$ cat config.mk
export PLATFORM = sky130hd
export DESIGN_NAME = serial_pattern_tx_flat
export DESIGN_NICKNAME = d
export VERILOG_FILES = /design/src/rtl/serial_pattern_tx_if.sv /design/src/rtl/serial_pattern_tx.sv /design/src/flat_wrapper.sv
export SDC_FILE = /design/constraint.sdc
export NUM_CORES = 1
export LEC_CHECK = 0
export ABC_AREA = 1
export ABC_CLOCK_PERIOD_IN_PS = 4190
export BUFFER_PORTS_ARGS = -buffer_cell sky130_fd_sc_hd__buf_2
export CAP_MARGIN = 25
export CORE_ASPECT_RATIO = 1.1
export CORE_MARGIN = 2
export CORE_UTILIZATION = 55
export DETAILED_ROUTE_END_ITERATION = 6
export GPL_TIMING_DRIVEN = 0
export HOLD_SLACK_MARGIN = 0.12
export PLACE_DENSITY = 0.78
export SYNTH_ARGS = -nofsm -noshare
export SYNTH_HDL_FRONTEND = slang
export SYNTH_SLANG_ARGS = --single-unit
$ cat constraint.sdc
create_clock -name clk -period 4.19 [get_ports clk]
set_input_delay 0.2095 -clock clk [delete_from_list [all_inputs] [get_ports clk]]
set_output_delay 0.2095 -clock clk [all_outputs]
set_load 0.1 [all_outputs]
$ cat src/rtl/serial_pattern_tx_if.sv
// Parallel-word handshake plus serial line outputs
// for the serial pattern transmitter.
interface serial_pattern_tx_if #(
    parameter int DATA_W = 8
);
    logic              in_valid;
    logic [DATA_W-1:0] in_data;
    logic              in_ready;
    logic              data_out;
    logic              frame_active;
    logic              done;

    modport master (
        output in_valid,
        output in_data,
        input  in_ready,
        input  data_out,
        input  frame_active,
        input  done
    );

    modport slave (
        input  in_valid,
        input  in_data,
        output in_ready,
        output data_out,
        output frame_active,
        output done
    );
endinterface

$ cat src/rtl/serial_pattern_tx.sv
// Serial frame transmitter: preamble, payload MSB first, idle gap.
// All outputs registered from next-state values.
module serial_pattern_tx #(
    parameter int               DATA_W   = 8,
    parameter int               PRE_W    = 3,
    parameter logic [PRE_W-1:0] PREAMBLE = 3'b110,
    parameter int               GAP      = 2
) (
    input  logic               clk,
    input  logic               reset,
    serial_pattern_tx_if.slave bus
);
    localparam int M1   = (PRE_W > DATA_W) ? PRE_W : DATA_W;
    localparam int MAXC = (M1 > GAP) ? M1 : GAP;
    localparam int CW   = (MAXC > 1) ? $clog2(MAXC) : 1;

    localparam logic [CW-1:0] PRE_LD = CW'(PRE_W - 1);
    localparam logic [CW-1:0] DAT_LD = CW'(DATA_W - 1);
    localparam logic [CW-1:0] GAP_LD = CW'((GAP > 0) ? GAP - 1 : 0);

    typedef enum logic [1:0] {
        S_IDLE,
        S_PRE,
        S_DATA,
        S_GAP
    } state_t;

    state_t            state, state_n;
    logic [CW-1:0]     cnt, cnt_n;
    logic [DATA_W-1:0] sh, sh_n;
    logic [PRE_W-1:0]  pre_sh;
    logic              dout_n;
    logic              fa_n;
    logic              done_n;
    logic              rdy_n;

    always_ff @(posedge clk or posedge reset) begin
        if (reset) begin
            state            <= S_IDLE;
            cnt              <= '0;
            sh               <= '0;
            bus.data_out     <= 1'b0;
            bus.frame_active <= 1'b0;
            bus.done         <= 1'b0;
            bus.in_ready     <= 1'b1;
        end else begin
            state            <= state_n;
            cnt              <= cnt_n;
            sh               <= sh_n;
            bus.data_out     <= dout_n;
            bus.frame_active <= fa_n;
            bus.done         <= done_n;
            bus.in_ready     <= rdy_n;
        end
    end

    always_comb begin
        state_n = state;
        cnt_n   = cnt;
        sh_n    = sh;
        unique case (state)
            S_IDLE: begin
                if (bus.in_valid && bus.in_ready) begin
                    sh_n    = bus.in_data;
                    cnt_n   = PRE_LD;
                    state_n = S_PRE;
                end
            end
            S_PRE: begin
                if (cnt == '0) begin
                    cnt_n   = DAT_LD;
                    state_n = S_DATA;
                end else begin
                    cnt_n = cnt - 1'b1;
                end
            end
            S_DATA: begin
                sh_n = sh << 1;
                if (cnt == '0) begin
                    if (GAP > 0) begin
                        cnt_n   = GAP_LD;
                        state_n = S_GAP;
                    end else begin
                        state_n = S_IDLE;
                    end
                end else begin
                    cnt_n = cnt - 1'b1;
                end
            end
            S_GAP: begin
                if (cnt == '0) begin
                    state_n = S_IDLE;
                end else begin
                    cnt_n = cnt - 1'b1;
                end
            end
            default: begin
                state_n = S_IDLE;
                cnt_n   = '0;
                sh_n    = '0;
            end
        endcase
    end

    // Output decode looks at the upcoming state so the registers
    // present each state's bit during that state's own cycle.
    always_comb begin
        pre_sh = PREAMBLE >> cnt_n;
        dout_n = 1'b0;
        fa_n   = 1'b0;
        done_n = 1'b0;
        rdy_n  = 1'b0;
        unique case (1'b1)
            (state_n == S_IDLE): begin
                rdy_n = 1'b1;
            end
            (state_n == S_PRE): begin
                dout_n = pre_sh[0];
                fa_n   = 1'b1;
            end
            (state_n == S_DATA): begin
                dout_n = sh_n[DATA_W-1];
                fa_n   = 1'b1;
                done_n = (cnt_n == '0);
            end
            default: begin
                dout_n = 1'b0;
            end
        endcase
    end
endmodule

$ cat src/flat_wrapper.sv
// flat-port wrapper written by rule: the top's interface ports become plain ports
module serial_pattern_tx_flat 
#(
    parameter int               DATA_W   = 8,
    parameter int               PRE_W    = 3,
    parameter logic [PRE_W-1:0] PREAMBLE = 3'b110,
    parameter int               GAP      = 2
)
  (clk, reset, bus_in_valid, bus_in_data, bus_in_ready, bus_data_out, bus_frame_active, bus_done);
  serial_pattern_tx_if #(.DATA_W(DATA_W)) bus_i ();
  input  logic clk;
  input  logic reset;
  input wire logic [$bits(bus_i.in_valid)-1:0] bus_in_valid;
  input wire logic [$bits(bus_i.in_data)-1:0] bus_in_data;
  output wire logic [$bits(bus_i.in_ready)-1:0] bus_in_ready;
  output wire logic [$bits(bus_i.data_out)-1:0] bus_data_out;
  output wire logic [$bits(bus_i.frame_active)-1:0] bus_frame_active;
  output wire logic [$bits(bus_i.done)-1:0] bus_done;
  assign bus_i.in_valid = bus_in_valid;
  assign bus_i.in_data = bus_in_data;
  assign bus_in_ready = bus_i.in_ready;
  assign bus_data_out = bus_i.data_out;
  assign bus_frame_active = bus_i.frame_active;
  assign bus_done = bus_i.done;
  serial_pattern_tx #(.DATA_W(DATA_W), .PRE_W(PRE_W), .PREAMBLE(PREAMBLE), .GAP(GAP)) u_core (.clk(clk), .reset(reset), .bus(bus_i));
endmodule
==> flow_metrics.env <==
export IMPL_ys_seq_area_frac=0.4652
export IMPL_hpwl_microns=1293
export IMPL_leakagePower_nw=0.6082
export IMPL_grt_pass1_wl_microns=3056
export IMPL_tightest_slew_ps=631.9
export IMPL_postCtsHoldBufs=1
export IMPL_power_uw=893.9
export IMPL_hold_viol_final=0
export IMPL_fin_setup_tns_ps=0
export IMPL_syn2layout_area_growth_pct=14.05
export IMPL_design_core_area_sq_mm=0.001558
export IMPL_cts_sinks=17
export IMPL_synthesis_nets=120
export IMPL_post_cts_buffers=0
export IMPL_num_fill_cells=124
export IMPL_clk_path_buf_depth=2
export IMPL_cp_start_kind="register"
export IMPL_tritoncts="built"
export IMPL_grt_pass1_vias=705
export IMPL_status="finished clean"
export IMPL_netlist_area_sq_um=917.1
export IMPL_ys_warnings_count=0
export IMPL_crit_buf_inv=3
export IMPL_avgViaCountPerCell=5.094
export IMPL_skew_ps=5.693
export IMPL_arrival_ps=2330
export IMPL_clk_latency_ps=300
export IMPL_drtIter0Drc=9
export IMPL_grt_max_degree=18
export IMPL_path_cells="inv_1, ha_1, nand2_1, ha_1, o211ai_1, o21ai_1, inv_1, ha_1, nand2_1, inv_1, nand3_1, a21oi_1"
export IMPL_syn_area_per_cell_sq_um=8.991
export IMPL_fmax_mhz=479.0
export IMPL_cts_made_buffers=3
export IMPL_die_y_microns=46.83
export IMPL_first_pass_iters=4
export IMPL_vias=703
export IMPL_cts_root_buffer="clkbuf_4"
export IMPL_grt_overflow_total=0
export IMPL_initial_utilization=0.5888
export IMPL_gp_congestion=0.7985
export IMPL_clk_pin_slew_ps=100
export IMPL_crit_fanout=5
export IMPL_slew_headroom=0.5783
export IMPL_vdd_drop_max_uv=477.1
export IMPL_ios=15
export IMPL_yosys_register_bits=17
export IMPL_cts_resized=0
export IMPL_powerDensity_mw_per_mm2=854.6
export IMPL_gr_usage_all_layers=0.2120
export IMPL_drv_slew=0
export IMPL_routed_wl_microns=1793
export IMPL_fp_row_count=15
export IMPL_synth_cells=102
export IMPL_cp_top_family="adder cells"
export IMPL_layout_nets=140
export IMPL_ff2ff_setup_slack_ps=2100
export IMPL_yosysUniqueCellTypes=23
export IMPL_wire_per_inst_microns=12.99
export IMPL_min_path_type="in -> reg"
export IMPL_post_route_drc_count=0
export IMPL_max_stage_delay_ps=400
export IMPL_maxCapViolations=0
export IMPL_min_period_ps=2088
export IMPL_cp_end_kind="register"
export IMPL_finalCritPeriodShare=0.4983
export IMPL_final_cell_mix="30 x nand2_1, 20 x inv_1, 16 x dfrtp_1, 14 x buf_2, 7 x ha_1"
export IMPL_die_area_sq_mm=0.002010
export IMPL_die_w_microns=42.94
export IMPL_cp_required_ps=4430
export IMPL_rsz0062_at_grt="false"
export IMPL_criticalPathCategory="reg -> reg"
export IMPL_slowest_stage="dfrtp_1"
export IMPL_diodes=0
export IMPL_setup_viol=0
export IMPL_layout_commonest_cell="nand2_1"
export IMPL_antenna_found_initial=0
export IMPL_portBuffers=14
export IMPL_ctsHtreeMaxLevel=1
export IMPL_antenna_left=0
export IMPL_drive_gt1_frac=0.2397
==> where the power goes <==
part	switching [mW]	internal [mW]	leakage [nW]
Combinational	0.350	0.167	0.381
Clock	0.0558	0.0357	0.0177
Sequential	0.0451	0.241	0.210
==> cell type report <==
class	instances	area, sq um	share of cell area
plain buffers	1	11.26	0.01077
clock buffers	3	22.52	0.02153
clock inverters	1	5.005	0.004785
inverters	21	78.83	0.07536
multi-input cells	63	400.4	0.3828
flip-flops and latches	17	426.7	0.4079
well taps	17	21.27	0.02033
repair buffers	15	80.08	0.07656
==> cell families after synthesis <==
family	share of synthesized area
and+or+nand+nor	0.2347
buffers and inverters	0.09822
DFF	0.4652
AOI/OAI and AO/OA	0.09686
adders and majority gates	0.09549
xor gates and xnor gates	0.009552
==> path summary, 6_finish.rpt <==
check                                         start                       endpoint  depth (start not counted)
min in group asynchronous                     reset  u_core.bus.data_out$_DFF_PP0_                          3
setup / recovery            u_core.cnt[0]$_DFF_PP0_  u_core.bus.data_out$_DFF_PP0_                         12
setup reg to reg            u_core.cnt[0]$_DFF_PP0_  u_core.bus.data_out$_DFF_PP0_                         12
max in group asynchronous                     reset        u_core.cnt[0]$_DFF_PP0_                          3
hold / removal                       bus_in_data[3]       u_core.sh[3]$_DFFE_PP0P_                          3
hold reg to reg            u_core.sh[2]$_DFFE_PP0P_       u_core.sh[3]$_DFFE_PP0P_                          2
==> state kept, by name, summed over array words and instances (netlist names) <==
name	flops
u_core.bus.frame_active	1
u_core.state	2
u_core.cnt	3
u_core.bus.done	1
u_core.bus.data_out	1
u_core.sh	8
u_core.bus.in_ready	1
==> synthesized netlist by cell type, drive strengths merged <==
cell type | count | share of area
a211o | 1 | 0.0096
a21oi | 1 | 0.0055
a32o | 1 | 0.011
a32oi | 6 | 0.057
and3 | 1 | 0.0082
buf | 1 | 0.012
dfrtp | 16 | 0.44
dfstp | 1 | 0.029
ha | 7 | 0.095
inv | 21 | 0.086
nand2 | 33 | 0.15
nand3 | 4 | 0.022
nand4 | 1 | 0.0068
nor2 | 4 | 0.035
nor3b | 1 | 0.014
o211ai | 1 | 0.0082
o21ai | 1 | 0.0055
xor2 | 1 | 0.0096
==> metal layers <==
metal  share of wire  routed length (microns)  vias up  track usage
li1                -                        -      364            -
met1            0.40                      714      319       0.2426
met2            0.54                      962       15       0.3879
met3           0.037                       67        5      0.02692
met4           0.027                       48        0       0.1273
met5               0                        0        -            0
==> metrics by stage <==
stage | instances | setup WS (ps) | hold slack, ps | utilization | cell area [sq um]
finish | 138 | 2102 | 140.3 | 0.6715 | 1046
global route | 138 | 1897 | 159.9 | 0.6715 | 1046
CTS | 138 | 2087 | 139.9 | 0.6715 | 1046
detailed placement | 133 | 2115 | 318.7 | 0.6474 | 1008
global placement | 133 | 2179 | 312.8 | 0.6474 | 1008
floorplan | 102 | 2217 | 134.8 | - | 917.1
==> worst register-to-register path: stages, from the launching register on <==
cell and delay [ps]:
dfrtp_1 400, inv_1 100, ha_1 180, nand2_1 170
ha_1 330, o211ai_1 90, o21ai_1 110, inv_1 70
ha_1 280, nand2_1 40, inv_1 50, nand3_1 80
a21oi_1 130
Note: power is estimated with default switching activity, not from simulation.
